File: config.mk
export PLATFORM = sky130hd
export DESIGN_NAME = ttt_ps2_keys_flat
export DESIGN_NICKNAME = d
export VERILOG_FILES = /design/src/rtl/ttt_ps2_keys_if.sv /design/src/rtl/ttt_ps2_keys.sv /design/src/flat_wrapper.sv
export SDC_FILE = /design/constraint.sdc
export NUM_CORES = 1
export LEC_CHECK = 0
export CORE_ASPECT_RATIO = 1.75
export CORE_MARGIN = 5
export CORE_UTILIZATION = 25
export CTS_BUF_LIST = sky130_fd_sc_hd__clkbuf_4
export DETAILED_ROUTE_END_ITERATION = 10
export HOLD_SLACK_MARGIN = 0.15
export SLEW_MARGIN = 20
export SYNTH_ARGS = -nofsm -noshare
export SYNTH_HDL_FRONTEND = slang
export SYNTH_SLANG_ARGS = --single-unit
File: constraint.sdc
create_clock -name clk -period 5.3 [get_ports clk]
set_clock_uncertainty 0.05 [all_clocks]
set_input_delay 1.59 -clock clk [delete_from_list [all_inputs] [get_ports clk]]
set_output_delay 1.59 -clock clk [all_outputs]
set_load 0.1 [all_outputs]
File: src/rtl/ttt_ps2_keys_if.sv
// Signal bundle between the PS/2 connector, the key front end and the game controller.
// The slave side is the front end; the master side drives the raw PS/2 lines.
interface ttt_ps2_keys_if;
    logic       ps2_clk;
    logic       ps2_data;
    logic       up;
    logic       down;
    logic       left;
    logic       right;
    logic       enter;
    logic       space;
    logic [7:0] scan_code;
    logic       scan_valid;
    logic       frame_err;

    modport slave (
        input  ps2_clk, ps2_data,
        output up, down, left, right, enter, space,
        output scan_code, scan_valid, frame_err
    );

    modport master (
        output ps2_clk, ps2_data,
        input  up, down, left, right, enter, space,
        input  scan_code, scan_valid, frame_err
    );
endinterface

File: src/rtl/ttt_ps2_keys.sv
// PS/2 keyboard front end: conditions the raw lines, receives device-to-host frames and
// turns set-2 make/break codes into held-key levels for the tic-tac-toe controller.
module ttt_ps2_keys #(
    parameter int FILTER_LEN     = 4,
    parameter int TIMEOUT_CYCLES = 50000
) (
    input  logic           clk,
    input  logic           reset_n,
    ttt_ps2_keys_if.slave  bus
);
    localparam int FW = $clog2(FILTER_LEN + 1);
    localparam int TW = $clog2(TIMEOUT_CYCLES + 1);
    localparam logic [FW-1:0] FLT_MAX = FW'(FILTER_LEN - 1);
    localparam logic [TW-1:0] TO_MAX  = TW'(TIMEOUT_CYCLES - 1);

    typedef enum logic [1:0] {
        RX_IDLE   = 2'd0,
        RX_DATA   = 2'd1,
        RX_PARITY = 2'd2,
        RX_STOP   = 2'd3
    } rx_state_e;

    // Odd parity holds when the data byte plus parity bit has an odd number of ones.
    function automatic logic odd_parity_ok(input logic [7:0] data, input logic par);
        return ^{data, par};
    endfunction

    logic          ck_s1_q, ck_s2_q, dt_s1_q, dt_s2_q;
    logic          filt_q, filt_d;
    logic [FW-1:0] flt_cnt_q, flt_cnt_d;
    rx_state_e     state_q, state_d;
    logic [2:0]    bit_cnt_q, bit_cnt_d;
    logic [7:0]    shift_q, shift_d;
    logic          par_q, par_d;
    logic [TW-1:0] to_cnt_q, to_cnt_d;
    logic          ext_q, ext_d, brk_q, brk_d;
    logic          up_q, up_d, down_q, down_d, left_q, left_d;
    logic          right_q, right_d, enter_q, enter_d, space_q, space_d;
    logic [7:0]    scan_code_q, scan_code_d;
    logic          scan_valid_q, scan_valid_d, frame_err_q, frame_err_d;
    logic          fall_s, byte_ok_s, err_s;

    // Glitch filter on the synchronised clock; the falling edge is the cycle the filter drops.
    always_comb begin
        filt_d    = filt_q;
        flt_cnt_d = {FW{1'b0}};
        if (ck_s2_q != filt_q) begin
            if (flt_cnt_q == FLT_MAX) begin
                filt_d    = ~filt_q;
                flt_cnt_d = {FW{1'b0}};
            end else begin
                flt_cnt_d = flt_cnt_q + {{(FW-1){1'b0}}, 1'b1};
            end
        end else begin
            flt_cnt_d = {FW{1'b0}};
        end
        fall_s = filt_q & ~filt_d;
    end

    // Byte receiver with inter-edge timeout.
    always_comb begin
        state_d   = state_q;
        bit_cnt_d = bit_cnt_q;
        shift_d   = shift_q;
        par_d     = par_q;
        to_cnt_d  = {TW{1'b0}};
        byte_ok_s = 1'b0;
        err_s     = 1'b0;
        if (state_q != RX_IDLE && !fall_s && to_cnt_q == TO_MAX) begin
            state_d = RX_IDLE;
            err_s   = 1'b1;
        end else if (state_q != RX_IDLE && !fall_s) begin
            to_cnt_d = to_cnt_q + {{(TW-1){1'b0}}, 1'b1};
        end else if (fall_s) begin
            case (state_q)
                RX_IDLE: begin
                    if (dt_s2_q == 1'b0) begin
                        state_d   = RX_DATA;
                        bit_cnt_d = 3'd0;
                    end else begin
                        err_s = 1'b1;
                    end
                end
                RX_DATA: begin
                    shift_d   = {dt_s2_q, shift_q[7:1]};
                    bit_cnt_d = bit_cnt_q + 3'd1;
                    if (bit_cnt_q == 3'd7) begin
                        state_d = RX_PARITY;
                    end else begin
                        state_d = RX_DATA;
                    end
                end
                RX_PARITY: begin
                    par_d   = dt_s2_q;
                    state_d = RX_STOP;
                end
                RX_STOP: begin
                    state_d = RX_IDLE;
                    if (dt_s2_q == 1'b1 && odd_parity_ok(shift_q, par_q)) begin
                        byte_ok_s = 1'b1;
                    end else begin
                        err_s = 1'b1;
                    end
                end
                default: begin
                    state_d = RX_IDLE;
                end
            endcase
        end else begin
            to_cnt_d = {TW{1'b0}};
        end
    end

    // Set-2 decoder: prefix flags and held-key levels.
    always_comb begin
        ext_d        = ext_q;
        brk_d        = brk_q;
        up_d         = up_q;
        down_d       = down_q;
        left_d       = left_q;
        right_d      = right_q;
        enter_d      = enter_q;
        space_d      = space_q;
        scan_code_d  = scan_code_q;
        scan_valid_d = byte_ok_s;
        frame_err_d  = err_s;
        if (err_s) begin
            ext_d = 1'b0;
            brk_d = 1'b0;
        end else if (byte_ok_s) begin
            scan_code_d = shift_q;
            case (shift_q)
                8'hE0: ext_d = 1'b1;
                8'hF0: brk_d = 1'b1;
                8'hE1: ext_d = ext_q;
                default: begin
                    ext_d = 1'b0;
                    brk_d = 1'b0;
                    case (shift_q)
                        8'h75: if (ext_q) up_d    = ~brk_q; else up_d    = up_q;
                        8'h72: if (ext_q) down_d  = ~brk_q; else down_d  = down_q;
                        8'h6B: if (ext_q) left_d  = ~brk_q; else left_d  = left_q;
                        8'h74: if (ext_q) right_d = ~brk_q; else right_d = right_q;
                        8'h5A: enter_d = ~brk_q;
                        8'h29: if (!ext_q) space_d = ~brk_q; else space_d = space_q;
                        default: up_d = up_q;
                    endcase
                end
            endcase
        end else begin
            scan_code_d = scan_code_q;
        end
    end

    // All state, with synchronous active-low reset returning the bus view to idle.
    always_ff @(posedge clk) begin
        if (!reset_n) begin
            ck_s1_q      <= 1'b1;
            ck_s2_q      <= 1'b1;
            dt_s1_q      <= 1'b1;
            dt_s2_q      <= 1'b1;
            filt_q       <= 1'b1;
            flt_cnt_q    <= {FW{1'b0}};
            state_q      <= RX_IDLE;
            bit_cnt_q    <= 3'd0;
            shift_q      <= 8'h00;
            par_q        <= 1'b0;
            to_cnt_q     <= {TW{1'b0}};
            ext_q        <= 1'b0;
            brk_q        <= 1'b0;
            up_q         <= 1'b0;
            down_q       <= 1'b0;
            left_q       <= 1'b0;
            right_q      <= 1'b0;
            enter_q      <= 1'b0;
            space_q      <= 1'b0;
            scan_code_q  <= 8'h00;
            scan_valid_q <= 1'b0;
            frame_err_q  <= 1'b0;
        end else begin
            ck_s1_q      <= bus.ps2_clk;
            ck_s2_q      <= ck_s1_q;
            dt_s1_q      <= bus.ps2_data;
            dt_s2_q      <= dt_s1_q;
            filt_q       <= filt_d;
            flt_cnt_q    <= flt_cnt_d;
            state_q      <= state_d;
            bit_cnt_q    <= bit_cnt_d;
            shift_q      <= shift_d;
            par_q        <= par_d;
            to_cnt_q     <= to_cnt_d;
            ext_q        <= ext_d;
            brk_q        <= brk_d;
            up_q         <= up_d;
            down_q       <= down_d;
            left_q       <= left_d;
            right_q      <= right_d;
            enter_q      <= enter_d;
            space_q      <= space_d;
            scan_code_q  <= scan_code_d;
            scan_valid_q <= scan_valid_d;
            frame_err_q  <= frame_err_d;
        end
    end

    assign bus.up         = up_q;
    assign bus.down       = down_q;
    assign bus.left       = left_q;
    assign bus.right      = right_q;
    assign bus.enter      = enter_q;
    assign bus.space      = space_q;
    assign bus.scan_code  = scan_code_q;
    assign bus.scan_valid = scan_valid_q;
    assign bus.frame_err  = frame_err_q;
endmodule

File: src/flat_wrapper.sv
// flat-port wrapper written by rule: the top's interface ports become plain ports
module ttt_ps2_keys_flat 
#(
    parameter int FILTER_LEN     = 4,
    parameter int TIMEOUT_CYCLES = 50000
)
  (clk, reset_n, bus_ps2_clk, bus_ps2_data, bus_up, bus_down, bus_left, bus_right, bus_enter, bus_space, bus_scan_code, bus_scan_valid, bus_frame_err);
  ttt_ps2_keys_if bus_i ();
  input  logic clk;
  input  logic reset_n;
  input wire logic [$bits(bus_i.ps2_clk)-1:0] bus_ps2_clk;
  input wire logic [$bits(bus_i.ps2_data)-1:0] bus_ps2_data;
  output wire logic [$bits(bus_i.up)-1:0] bus_up;
  output wire logic [$bits(bus_i.down)-1:0] bus_down;
  output wire logic [$bits(bus_i.left)-1:0] bus_left;
  output wire logic [$bits(bus_i.right)-1:0] bus_right;
  output wire logic [$bits(bus_i.enter)-1:0] bus_enter;
  output wire logic [$bits(bus_i.space)-1:0] bus_space;
  output wire logic [$bits(bus_i.scan_code)-1:0] bus_scan_code;
  output wire logic [$bits(bus_i.scan_valid)-1:0] bus_scan_valid;
  output wire logic [$bits(bus_i.frame_err)-1:0] bus_frame_err;
  assign bus_i.ps2_clk = bus_ps2_clk;
  assign bus_i.ps2_data = bus_ps2_data;
  assign bus_up = bus_i.up;
  assign bus_down = bus_i.down;
  assign bus_left = bus_i.left;
  assign bus_right = bus_i.right;
  assign bus_enter = bus_i.enter;
  assign bus_space = bus_i.space;
  assign bus_scan_code = bus_i.scan_code;
  assign bus_scan_valid = bus_i.scan_valid;
  assign bus_frame_err = bus_i.frame_err;
  ttt_ps2_keys #(.FILTER_LEN(FILTER_LEN), .TIMEOUT_CYCLES(TIMEOUT_CYCLES)) u_core (.clk(clk), .reset_n(reset_n), .bus(bus_i));
endmodule
Yosys cells after proc, flatten, opt, wreduce, memory -nomap -nowiden --
Index checks and enable logic that the tools add are counted.
Storage, ports and cells: logic and storage cells 103, bits in registers 56, output and inout bits 16, input port bits 4
Operators by class: reduce and logical (&&, ||, !) cells 28, mux-type cells 20, bitwise operators 13, add/subtract/negate cells 3, eq/ne operators 17
Operators with widths (number):
- equality test 8 x 7 -> 1 bit, second input constant | 5
- AND reduction 5 bit | 6
- equality test 8 bit, second input constant | 3
- adder 16 x 1 -> 16 bit, second input constant | 1
- equality test 16 bit, second input constant | 1
- 2-to-1 mux 1 bit | 12
- inverter 1 bit | 12
- AND reduction 4 bit | 3
- OR reduction 3 bit | 3
- parity 9 bit | 1
- equality test 8 x 6 -> 1 bit, second input constant | 1
- one-hot mux 2 bit (4 select lines) | 1
- OR reduction 2 bit | 4
- adder 3 x 1 -> 3 bit, second input constant | 2
- one-hot mux 1 bit (2 select lines) | 3
- one-hot mux 3 bit (2 select lines) | 1
- AND reduction 2 bit | 3
- equality test 2 bit, second input constant | 2
- 2-to-1 mux 2 bit | 2
- nonzero test 2 bit | 2
- equality test 3 x 2 -> 1 bit, second input constant | 1
- equality test 3 bit, second input constant | 1
- logical AND 1 bit | 3
- 2-to-1 mux 3 bit | 1
- other kinds (7) | 7

Depth between registers and ports, before layout --
Gate-level depths: netlist (run 1).
word-level depth 11, mapped depth 9, mapped depth without buffers 7

Worst setup path before layout (run 1) --
No wires, ideal clock.
path kind reg2out, start register u_core.down_q, in the netlist u_core.bus.down, end output bus_down, arrival 924 ps, setup slack 2736 ps, buffers on the path 0, required time 3660 ps, stages on the path, launching flop included 1, cells stage by stage dfxtp_1
RTL lines:
- start, declared | RTL line ttt_ps2_keys.sv:37 | logic up_q, up_d, down_q, down_d, left_q, left_d;
- start signal, assigned | RTL line ttt_ps2_keys.sv:195 | down_q <= down_d;
- end, declared | RTL line flat_wrapper.sv:14 | output wire logic [$bits(bus_i.down)-1:0] bus_down;
No word-level cell between the ends.

Final worst setup path (run 1) --
start register u_core.space_q, in the netlist u_core.bus.space, end output bus_space
RTL lines:
- start, declared | RTL line ttt_ps2_keys.sv:38 | logic right_q, right_d, enter_q, enter_d, space_q, space_d;
- start signal, assigned | RTL line ttt_ps2_keys.sv:199 | space_q <= space_d;
- end, declared | RTL line flat_wrapper.sv:18 | output wire logic [$bits(bus_i.space)-1:0] bus_space;
No word-level cell between the ends.

==> results of run 1 <==
sequential cells by signal, summed over array words and instances (netlist names), 3 cells and up, named ones only:
register / cells
u_core.to_cnt_q: 16
u_core.bus.scan_code: 8
u_core.shift_q: 8
u_core.bit_cnt_q: 3
u_core.flt_cnt_q: 3
layout make-up:
cell class              count  area (um^2)
clock buffers               6         45.0
clock inverters             2         35.0
fillers                  1131         7650
inverters                   6         22.5
multi-input cells         218         1460
flip-flops and latches     56         1120
well taps                 130          163
repair buffers             20          198
cells in the mapped netlist, drive strengths merged (3+ instances only):
cell,instances
buf,11
clkbuf,10
nor2b,5
nand4,3
xor2,10
and3,6
a21oi,9
dfxtp,56
a21boi,10
nor3b,3
o2111ai,5
inv,6
and3b,3
nand3b,3
and4,3
ha,9
xnor2,11
nor2,25
nand2b,5
nand3,13
mux2i,15
nand2,51
power by group through the flow:
stage	Sequential, mW	Clock [mW]	Combinational (mW)
after floorplan	0.433	0	0.00822
after global placement	0.433	0	0.0122
after detailed placement	0.433	0	0.0124
after CTS	0.424	0.250	0.0123
after global routing	0.425	0.269	0.0136
final	0.424	0.240	0.0121
how the worst max path moves through the flow:
stage	to	cells past startpoint	startpoint	slack, ps
after floorplan	bus_down	0	u_core.bus.down	2740
after global placement	u_core.flt_cnt_q[1]	4	reset_n	2060
after detailed placement	u_core.flt_cnt_q[0]	4	reset_n	2050
after CTS	bus_space	1	u_core.bus.space	1710
after global routing	bus_space	1	u_core.bus.space	1650
final	bus_space	1	u_core.bus.space	1750
cell families after synthesis:
logic type | count (synthesis) | share of synthesized area, %
AND/OR/NAND/NOR | 135 | 26.1
multiplexers | 15 | 5.53
adder cells (fa/ha/maj) | 9 | 4.15
flip-flops | 56 | 41.3
AO/OA/AOI/OAI | 37 | 10.1
buffers and inverters | 27 | 5.02
XOR/XNOR | 22 | 7.88
routing by layer:
layer,vias up,share of wire [%]
met5,-,0
li1,1045,-
met4,0,2.2
met3,12,3.6
met2,32,54
met1,954,40
through the flow:
stage / area [um^2] / total power, mW / util [%]
2_1_floorplan: 2720 / 0.441 / -
3_3_place_gp: 2960 / 0.445 / 27.7
4_1_cts: 3040 / 0.687 / 28.4
3_5_place_dp: 2960 / 0.445 / 27.7
6_report: 3040 / 0.676 / 28.4
5_1_grt: 3040 / 0.707 / 28.4
==> impl_metrics.py, run 1 <==
metrics = {
    "power": {
        "p_per_area_nw_per_um2": 222,
        "p_switching_uw": 144,
        "p_clk_share_pct": 35.5,
        "power.switching_fraction_pct": 21.3,
        "seq_power_share_pct": 62.7,
        "intPower_uw": 532,
        "p_leak_nw": 1.04,
        "ir_drop_mv": 0.140,
        "pwr-share-comb_pct": 1.8,
    },
    "yosys": {
        "synth_top_cell_by_area": "dfxtp_1",
        "synth_top_area_share_pct": 41.3,
        "syn_area_per_cell_um2": 9.02,
        "synth_ff_type": "dfxtp_1",
        "synth.distinct_cells": 50,
        "yosysSeqAreaShare_pct": 41.3,
        "synth-seq-cells": 56,
        "syn_area_um2": 2720,
        "synth_edf_count": 0,
        "syn_nets": 314,
        "synth.area.top_cells": "dfxtp_1 41%, nand2_1 7.0%, mux2i_1 5.5%",
        "netlist_instances": 301,
        "synthArstFlopShare_pct": 0,
        "synth_warnings": 0,
    },
    "run": {
        "drv_cap": 0,
    },
    "critical_path": {
        "critPathLaunchType": "register",
        "path_class": "reg -> out",
        "reg2reg_setup_slack_ps": 2730,
        "crit_slowest_cell": "clkdlybuf4s50_1",
        "crit_family": "buffers and inverters",
        "path_cells": "clkdlybuf4s50_1",
        "r2r-end": "u_core.bus.scan_code[7]",
        "critical_path.max_stage_delay_ps": 1140,
        "worst-path-max-fanout": 2,
        "crit_required_ps": 3660,
        "r2r-start": "u_core.shift_q[1]",
        "rr_worst_depth": 5,
        "worstPathArrival_ps": 1910,
        "critPathBufInv": 1,
        "worstSetupEndpointType": "output pin",
    },
    "grt": {
        "grt_pass1_vias": 2082,
        "track_usage_pct": 9.10,
        "grt_util_met2_pct": 16.3,
        "use_met3_pct": 2.40,
        "use_met1_pct": 9.55,
        "grt_start_max_net_pins": 32,
        "grt_pass1_wl_um": 9560,
        "antenna_found_initial": 0,
        "busiest_layer": "met2",
        "globalRouteOverflowTotal": 0,
    },
    "route": {
        "first_pass_iters": 4,
        "wirelength_um": 5480,
        "vias": 2043,
        "antenna_left": 0,
        "routed_via_density": 4.66,
        "detail_route.iter0.violations": 63,
        "drc": 0,
        "wl_per_cell_um": 12.5,
    },
    "cts": {
        "clockRootBuffer": "clkbuf_4",
        "worstSkewPairLatency_ps": 390,
        "htreeDepth": 2,
        "cts_resized": 0,
        "clkTransAtPathRegs_ps": 160,
        "cts_max_path_buffers": 2,
        "postCtsSetupBuffers": 0,
        "cts_hold_buf": 0,
        "cts.sinks": 56,
        "cts_buffers": 5,
        "cts_tree": "done",
    },
    "finish": {
        "layout_commonest_cell": "dfxtp_1",
        "diodes": 0,
        "instances_no_fill": 438,
        "nets": 320,
        "layout_common_cells": "56 x dfxtp_1, 51 x nand2_1, 25 x nor2_1",
        "drive_above_1_share_pct": 5.19,
        "syn_to_final_growth_pct": 12.0,
    },
    "floorplanning": {
        "die_area_um2": 13100,
        "initial_core_util_pct": 25.4,
        "die_w_um": 88.8,
        "die_h_um": 148,
        "std_cell_rows": 50,
        "boundaryPins": 20,
        "core-area_um2": 10700,
    },
    "sta": {
        "hold_viol_final": 0,
        "grt_setup_unrepaired": "false",
        "fin_ws_ps": 1750,
        "fin_crit_ps": 3550,
        "setup_viol": 0,
        "setup_tns_ps": 0,
        "relSlewSlack_pct": 34.2,
        "slew_violations": 0,
        "fin_crit_sh_pct": 67.0,
        "tightest_slew_ps": 984,
        "max_clock_freq_mhz": 282,
        "whs_ps": 375,
    },
    "hold_path": {
        "hold_end": "u_core.dt_s2_q",
        "hp-start": "u_core.dt_s1_q",
        "hold_class": "reg -> reg",
        "min_path_cells": 1,
    },
    "placed_design": {
        "placed_cells": 430,
        "dpl.hpwl_um": 4070,
        "port_buffers": 19,
        "dp_worst_setup_slack_ps": 2050,
        "gp_congestion": 0.774,
    },
    "status": {
        "status": "finished clean",
    },
}
No activity file was read; power rests on OpenSTA's default activity.
==> run 2, diff against run 1 <==
clock period = 3.5 ns   (was 5.3 ns; I/O delays follow)
==> run 2 against run 1 <==
Against the previous run: die area unchanged; cell area is 1.6% lower; hold slack improved by 3.7 ps; register-to-register slack got worse by 1600 ps; count of clock-buffer cells in the layout increased by 1; sequential power up 51%; wire length fell by 1.9%; flip-flop and latch count stayed put; critical path depth rose by 6; sequential share of layout area grew 0.60 points; first-iteration DRC count is 30% higher.
==> impl_metrics.py, run 2 (synthesis gave the netlist of run 1 again) <==
metrics = {
    "floorplanning": {
        "die_w_um": 88.8,
        "die_area_um2": 13100,
        "std_cell_rows": 50,
        "die_h_um": 148,
        "initial_core_util_pct": 25.4,
        "boundaryPins": 20,
        "core-area_um2": 10700,
    },
    "cts": {
        "cts_tree": "done",
        "cts.sinks": 56,
        "clkTransAtPathRegs_ps": 150,
        "worstSkewPairLatency_ps": 380,
        "htreeDepth": 2,
        "cts_buffers": 5,
        "postCtsSetupBuffers": 0,
        "clockRootBuffer": "clkbuf_4",
        "cts_hold_buf": 0,
        "cts_resized": 0,
        "cts_max_path_buffers": 2,
    },
    "route": {
        "wl_per_cell_um": 12.2,
        "first_pass_iters": 4,
        "route.met3.wl_um": 154,
        "routed_via_density": 4.63,
        "top_layer_used": "met4",
        "drc": 0,
        "wirelength_um": 5370,
        "antenna_left": 0,
        "detail_route.iter0.violations": 82,
        "drt-met1-wl_um": 2220,
        "vias": 2038,
        "wl_met2_um": 2820,
    },
    "sta": {
        "fin_crit_ps": 2350,
        "setup_tns_ps": 0,
        "tightest_slew_ps": 622,
        "whs_ps": 379,
        "fin_crit_sh_pct": 67.2,
        "slew_violations": 0,
        "relSlewSlack_pct": 58.4,
        "setup_viol": 0,
        "fin_ws_ps": 1150,
        "hold_viol_final": 0,
        "grt_setup_unrepaired": "false",
        "max_clock_freq_mhz": 425,
    },
    "placed_design": {
        "dp_worst_setup_slack_ps": 853,
        "dpl.hpwl_um": 4110,
        "post_dp_cell_area_um2": 2940,
        "gp_congestion": 0.809,
        "placed_cells": 432,
        "port_buffers": 19,
    },
    "hold_path": {
        "hold_class": "reg -> reg",
        "hp-start": "u_core.dt_s1_q",
        "hold_end": "u_core.dt_s2_q",
        "min_path_cells": 1,
    },
    "grt": {
        "grt_pass1_wl_um": 9430,
        "grt_pass1_vias": 2045,
        "track_usage_pct": 8.89,
        "antenna_found_initial": 0,
        "grt_start_max_net_pins": 25,
        "globalRouteOverflowTotal": 0,
    },
    "finish": {
        "nets": 322,
        "layout_commonest_cell": "dfxtp_1",
        "drive_above_1_share_pct": 10.6,
        "design_area_um2": 2990,
        "syn_to_final_growth_pct": 10.2,
        "diodes": 0,
        "instances_no_fill": 440,
        "final_util_pct": 28.0,
        "largest-register": "u_core.to_cnt_q",
        "largest_reg_flops": 16,
        "layout_common_cells": "56 x dfxtp_1, 51 x nand2_1, 25 x nor2_1",
    },
    "critical_path": {
        "worstPathArrival_ps": 2580,
        "critPathBufInv": 0,
        "worst-path-max-fanout": 8,
        "crit_required_ps": 3730,
        "cpMostUsedCell": "ha_1",
        "rr_worst_depth": 7,
        "path_class": "reg -> reg",
        "critical_path.max_stage_delay_ps": 500,
        "critPathLaunchType": "register",
        "reg2reg_setup_slack_ps": 1150,
        "crit_family": "compound AO/OA/AOI/OAI gates",
        "r2r-end": "u_core.bus.enter",
        "worstSetupEndpointType": "register",
        "crit_slowest_cell": "a21oi_1",
        "path_cells": "ha_1, ha_1, and3b_1, nand3_1, a21oi_1, o2111ai_1, mux2i_1",
        "r2r-start": "u_core.flt_cnt_q[0]",
        "critPathLaunch": "u_core.flt_cnt_q[0]",
    },
    "power": {
        "p_per_area_nw_per_um2": 315,
        "ir_drop_mv": 0.211,
        "seq_power_share_pct": 68.0,
        "power.switching_fraction_pct": 21.4,
        "pwr-share-comb_pct": 2.0,
        "p_switching_uw": 202,
        "p_clk_share_pct": 30.1,
        "intPower_uw": 742,
        "power_uw": 944,
        "p_leak_nw": 1.07,
    },
    "status": {
        "status": "finished clean",
    },
    "run": {
        "drv_cap": 0,
    },
}
run 2: power by group through the flow:
stage / sequential [mW] / clock, mW / combinational, mW
after floorplan: 0.655 / 0 / 0.0124
after global placement: 0.655 / 0 / 0.0188
after detailed placement: 0.656 / 0 / 0.0191
after CTS: 0.642 / 0.303 / 0.0191
after global routing: 0.643 / 0.325 / 0.0207
final: 0.642 / 0.284 / 0.0186
run 2: final cells by class:
type,count,area (um^2)
fillers,1138,7700
multi-input cells,218,1460
clock inverters,1,3.75
clock buffers,7,52.6
inverters,6,22.5
flip-flops and latches,56,1120
repair buffers,22,173
well taps,130,163
run 2: how the worst max path moves through the flow:
stage                               end  slack, ps  cells past startpoint
floorplan           u_core.to_cnt_q[10]       1450                      9
global placement    u_core.to_cnt_q[15]        890                      4
detailed placement  u_core.to_cnt_q[15]        850                      4
CTS                    u_core.bus.enter       1140                      7
global route              u_core.bus.up        930                      7
finish                 u_core.bus.enter       1150                      7
run 2: layer usage:
metal | track usage, % | up-vias
met3 | 1.90 | 10
met2 | 15.5 | 34
met5 | 0 | -
met4 | 4.31 | 0
met1 | 9.89 | 946
li1 | - | 1048
==> variant 1 (settings of run 2) <==
Make the reset (`reset_n`) asynchronous in one clocked block. Comments in the files are not updated.
--- a/src/rtl/ttt_ps2_keys.sv
+++ b/src/rtl/ttt_ps2_keys.sv
@@ -153,7 +153,7 @@
     end
 
     // All state, with synchronous active-low reset returning the bus view to idle.
-    always_ff @(posedge clk) begin
+    always_ff @(posedge clk or negedge reset_n) begin
         if (!reset_n) begin
             ck_s1_q      <= 1'b1;
             ck_s2_q      <= 1'b1;
Behaviour: differs if reset_n is asserted again (counterexample within 10 cycles, from zero or initial values and one cycle with reset_n low); with reset_n held inactive, the same outputs for 10 cycles.
==> variant 1 against run 2 <==
  * Hold slack lost 61 ps
  * Synthesized cell count decreased by 24%
  * Final area increased by 2.3%
  * Die area shrank 0.46%
  * Largest cell class is now flip-flops and latches
  * Synthesized area shrank 0.51%
  * Final cell count down 13%
  * Non-clock buffer count stayed put
  * Routed wire length is 4.2% lower
  * Global-route usage fell by 0.28 points
  * Setup slack better by 30 ps
  * Sequential cell count did not move
Power is not compared: it rests on default switching activity, and its combinational part moved more than twofold at a synthesized area within 25%.
==> variant 1: results (changes against run 2) <==
stage	metric	value	unit	change
synth	synthArstFlopShare	1.00		+1.00
global_routing	grt_pass1_wl	8.90	mm	-5.6%
placed_design	dpl.hpwl	4.01	mm	-2.4%
sta	whs	318	ps	-61.5 ps
critical_path	cp_max_fo	9		+1
synth	synthTopCellsByArea	dfrtp_1 47%, mux2_2 5.8%, dfstp_2 4.9%		
synth	synth.avg_cell_area	11.8	um^2	+30%
placed_design	gp_congestion	0.742		-8.2%
worst_hold_path	hold_start	u_core.ck_s1_q		
critical_path	regToRegEndpoint	u_core.bus.scan_code[1]		
run_status	status	complete, no violations		
critical_path	r2r-start	u_core.shift_q[4]		
drt	drt_iter0_drc	60		-27%
synth	synth_commonest_cells	51 x dfrtp_1, 20 x nor2_1, 16 x nand2_1		
global_routing	grt_max_degree	27		+8.0%
placed_design	placed_cell_area	3010	um^2	+2.6%
power_and_ir_drop	vdd_drop_max	0.154	mV	
critical_path	slowest_delay	520	ps	+20 ps
finish	fin_util	0.288		+0.00812
critical_path	crit_family	multiplexers		
critical_path	critPathArrivalTime	2560	ps	-20 ps
sta	relSlewSlack	0.472		-0.112
finish	fin_nets	267		-17%
worst_hold_path	min_path_cells	0		-1
worst_hold_path	min_to	u_core.ck_s2_q		
drt	num_vias	1782		-13%
critical_path	r2r_slack	1180	ps	+30 ps
finish	fill_cells	1100		-3.3%
critical_path	critPathSlowestCell	dfrtp_1		
[variant 1: cell count changes after synthesis, sizes merged, moves of 5 or more]
cell and delta:
a21boi -10, nand2 -35, dfrtp +51, inv +5, clkbuf -5, dfxtp -56
buf -11, mux2i -9, a21oi -5, dfstp +5, o2111ai -5, mux2 +18
nand3 -9, nor3 +6
[variant 1: logic make-up after synthesis]
| logic type | share of synthesized area |
|---|---|
| flops | 0.521 |
| compound gates | 0.0435 |
| simple gates | 0.194 |
| fa+ha+maj | 0.0417 |
| buf+inv | 0.0227 |
| mux | 0.0986 |
| xor+xnor | 0.0787 |
[variant 1: final cells by class]
type	instances	share of cell area
flip-flops and latches	56	0.460
multi-input cells	158	0.403
repair buffers	22	0.0547
inverters	11	0.0135
clock inverters	1	0.00163
clock buffers	6	0.0147
well taps	130	0.0531
[variant 1: layer usage]
layer	up-vias	GRT usage	routed length, um
li1	857	-	-
met1	893	0.0898	1900
met2	23	0.162	2950
met3	9	0.0173	185
met4	0	0.0348	114
met5	-	0	0
==> variant 2 (flow settings as in run 2) <==
Without the edit above. `TIMEOUT_CYCLES` is set to 50000 in 2 places; all go to 25000.
--- a/src/rtl/ttt_ps2_keys.sv
+++ b/src/rtl/ttt_ps2_keys.sv
@@ -2,7 +2,7 @@
 // turns set-2 make/break codes into held-key levels for the tic-tac-toe controller.
 module ttt_ps2_keys #(
     parameter int FILTER_LEN     = 4,
-    parameter int TIMEOUT_CYCLES = 50000
+    parameter int TIMEOUT_CYCLES = 25000
 ) (
     input  logic           clk,
     input  logic           reset_n,
--- a/src/flat_wrapper.sv
+++ b/src/flat_wrapper.sv
@@ -2,7 +2,7 @@
 module ttt_ps2_keys_flat 
 #(
     parameter int FILTER_LEN     = 4,
-    parameter int TIMEOUT_CYCLES = 50000
+    parameter int TIMEOUT_CYCLES = 25000
 )
   (clk, reset_n, bus_ps2_clk, bus_ps2_data, bus_up, bus_down, bus_left, bus_right, bus_enter, bus_space, bus_scan_code, bus_scan_valid, bus_frame_err);
   ttt_ps2_keys_if bus_i ();
Behaviour: same outputs for any inputs over 10 cycles, from zero or initial values and one cycle with reset_n low; that may be too few to reach the edited logic, so the function may still have changed.
==> variant 2 against run 2 <==
  * Sequential share of layout area is 0.29 points higher
  * Utilization grew 0.51 points
  * Clock power increased by 8.8%
  * Total power rose by 1.5%
  * Synthesized area shrank 3.7%
  * Final area down 2.5%
  * Setup slack lost 190 ps
  * Sequential cell count down 1
  * Routed wire length increased by 2.2%
  * Combinational power hardly changed
  * First-iteration DRC count grew 37%
  * Hold slack better by 6.5 ps
  * Count of clock-buffer cells in the layout fell by 2
  * Largest cell class unchanged
==> variant 2: results (changes against run 2) <==
stage	metric	value	unit	change
synth	synthTopCellsByArea	dfxtp_1 42%, nand2_1 7.3%, mux2i_1 5.7%		
drt	vias_per_cell	4.74		+2.3%
drt	drt_iter0_drc	112		+37%
synth	syn_area	2620	um^2	-3.7%
global_routing	grt_pass1_vias	2062		+0.83%
finish	clk_share	0.0223		+0.00349
placed_design	dpl.hpwl	4.16	mm	+1.3%
sta	period_minus_slack	2540	ps	+186 ps
critical_path	slowest_delay	600	ps	+100 ps
clocking	clk_pin_slew	190	ps	+40 ps
power_and_ir_drop	vdd_drop_max	0.137	mV	-35%
placed_design	placed_cell_area	2850	um^2	-2.9%
critical_path	crit_family	XOR/XNOR gates		
synth	synth.distinct_cells	46		-8.0%
finish	final-nonclk-buf-share	0.0540		-0.00364
placed_design	pre_cts_ws	902	ps	+48.5 ps
global_routing	grt_max_degree	44		+76%
critical_path	r2r-start	u_core.shift_q[4]		
synth	synth_nets	302		-3.8%
synth	synth_commonest_cells	55 x dfxtp_1, 51 x nand2_1, 22 x nor2_1		
finish	drive_gt1_frac	0.104		-0.00277
clocking	clock_latency	410	ps	+30 ps
finish	areaGrowthSynthToFinish	11.5	%	
critical_path	regToRegEndpoint	u_core.bus.scan_code[7]		
global_routing	grt_pass1_wl	9.33	mm	-1.0%
run_status	status	complete, no violations		
critical_path	critPathSlowestCell	a211oi_4		
finish	signal_buffers	20		-9.1%
finish	multi_input_area_share	0.484		-0.00312
critical_path	critPathArrivalTime	2800	ps	+220 ps
worst_hold_path	hold_start	u_core.ck_s1_q		
finish	sh_seq_area	0.377		+0.00293
finish	comb.multi_input.count	210		-3.7%
global_routing	grtUsageTotal	0.0906		+0.00169
worst_hold_path	min_to	u_core.ck_s2_q		
synth	synth-seq-cells	55		-1.8%
## variant 2: changes by cell type after synthesis, sizes merged, moves of 2 or more
cell     change
nor4bb       -2
or4b         +2
nor3         +4
a21oi        -4
buf          -4
and4b        -2
nand3        -6
nand4bb      +2
nor4         +2
o31ai        +2
nor2         -3
and4         -3
nor3b        -2
## variant 2: stage by stage
| stage | std cells | total power [mW] | utilization |
|---|---|---|---|
| floorplan | 289 | 0.656 | - |
| global placement | 418 | 0.663 | 0.279 |
| detailed placement | 418 | 0.663 | 0.279 |
| CTS | 426 | 0.982 | 0.285 |
| global route | 426 | 0.999 | 0.285 |
| finish | 426 | 0.959 | 0.285 |
## variant 2: power by group
group / switching (mW) / internal [mW]
Sequential: 0.00177 / 0.629
Combinational: 0.0103 / 0.00831
Clock: 0.224 / 0.0848
## variant 2: worst max-delay path by stage
stage	from	endpoint	depth (start not counted)
2_1_floorplan	reset_n	u_core.to_cnt_q[10]	6
3_3_place_gp	reset_n	u_core.to_cnt_q[7]	4
3_5_place_dp	reset_n	u_core.to_cnt_q[11]	4
4_1_cts	u_core.shift_q[4]	u_core.bus.scan_code[7]	5
5_1_grt	u_core.flt_cnt_q[0]	u_core.bus.scan_code[3]	6
6_report	u_core.shift_q[4]	u_core.bus.scan_code[7]	5
## variant 2: cell families after synthesis
family / Yosys count / share of synthesized area
simple gates: 129 / 0.248
flops: 55 / 0.421
compound gates: 35 / 0.112
buf+inv: 24 / 0.0392
xor+xnor: 22 / 0.0789
mux: 15 / 0.0574
fa+ha+maj: 9 / 0.0430
## variant 2: layer usage
| metal | routed length, um | track usage |
|---|---|---|
| met1 | 2060 | 0.0883 |
| met2 | 3050 | 0.168 |
| met3 | 144 | 0.0170 |
| met4 | 233 | 0.0545 |
| met5 | 0 | 0 |
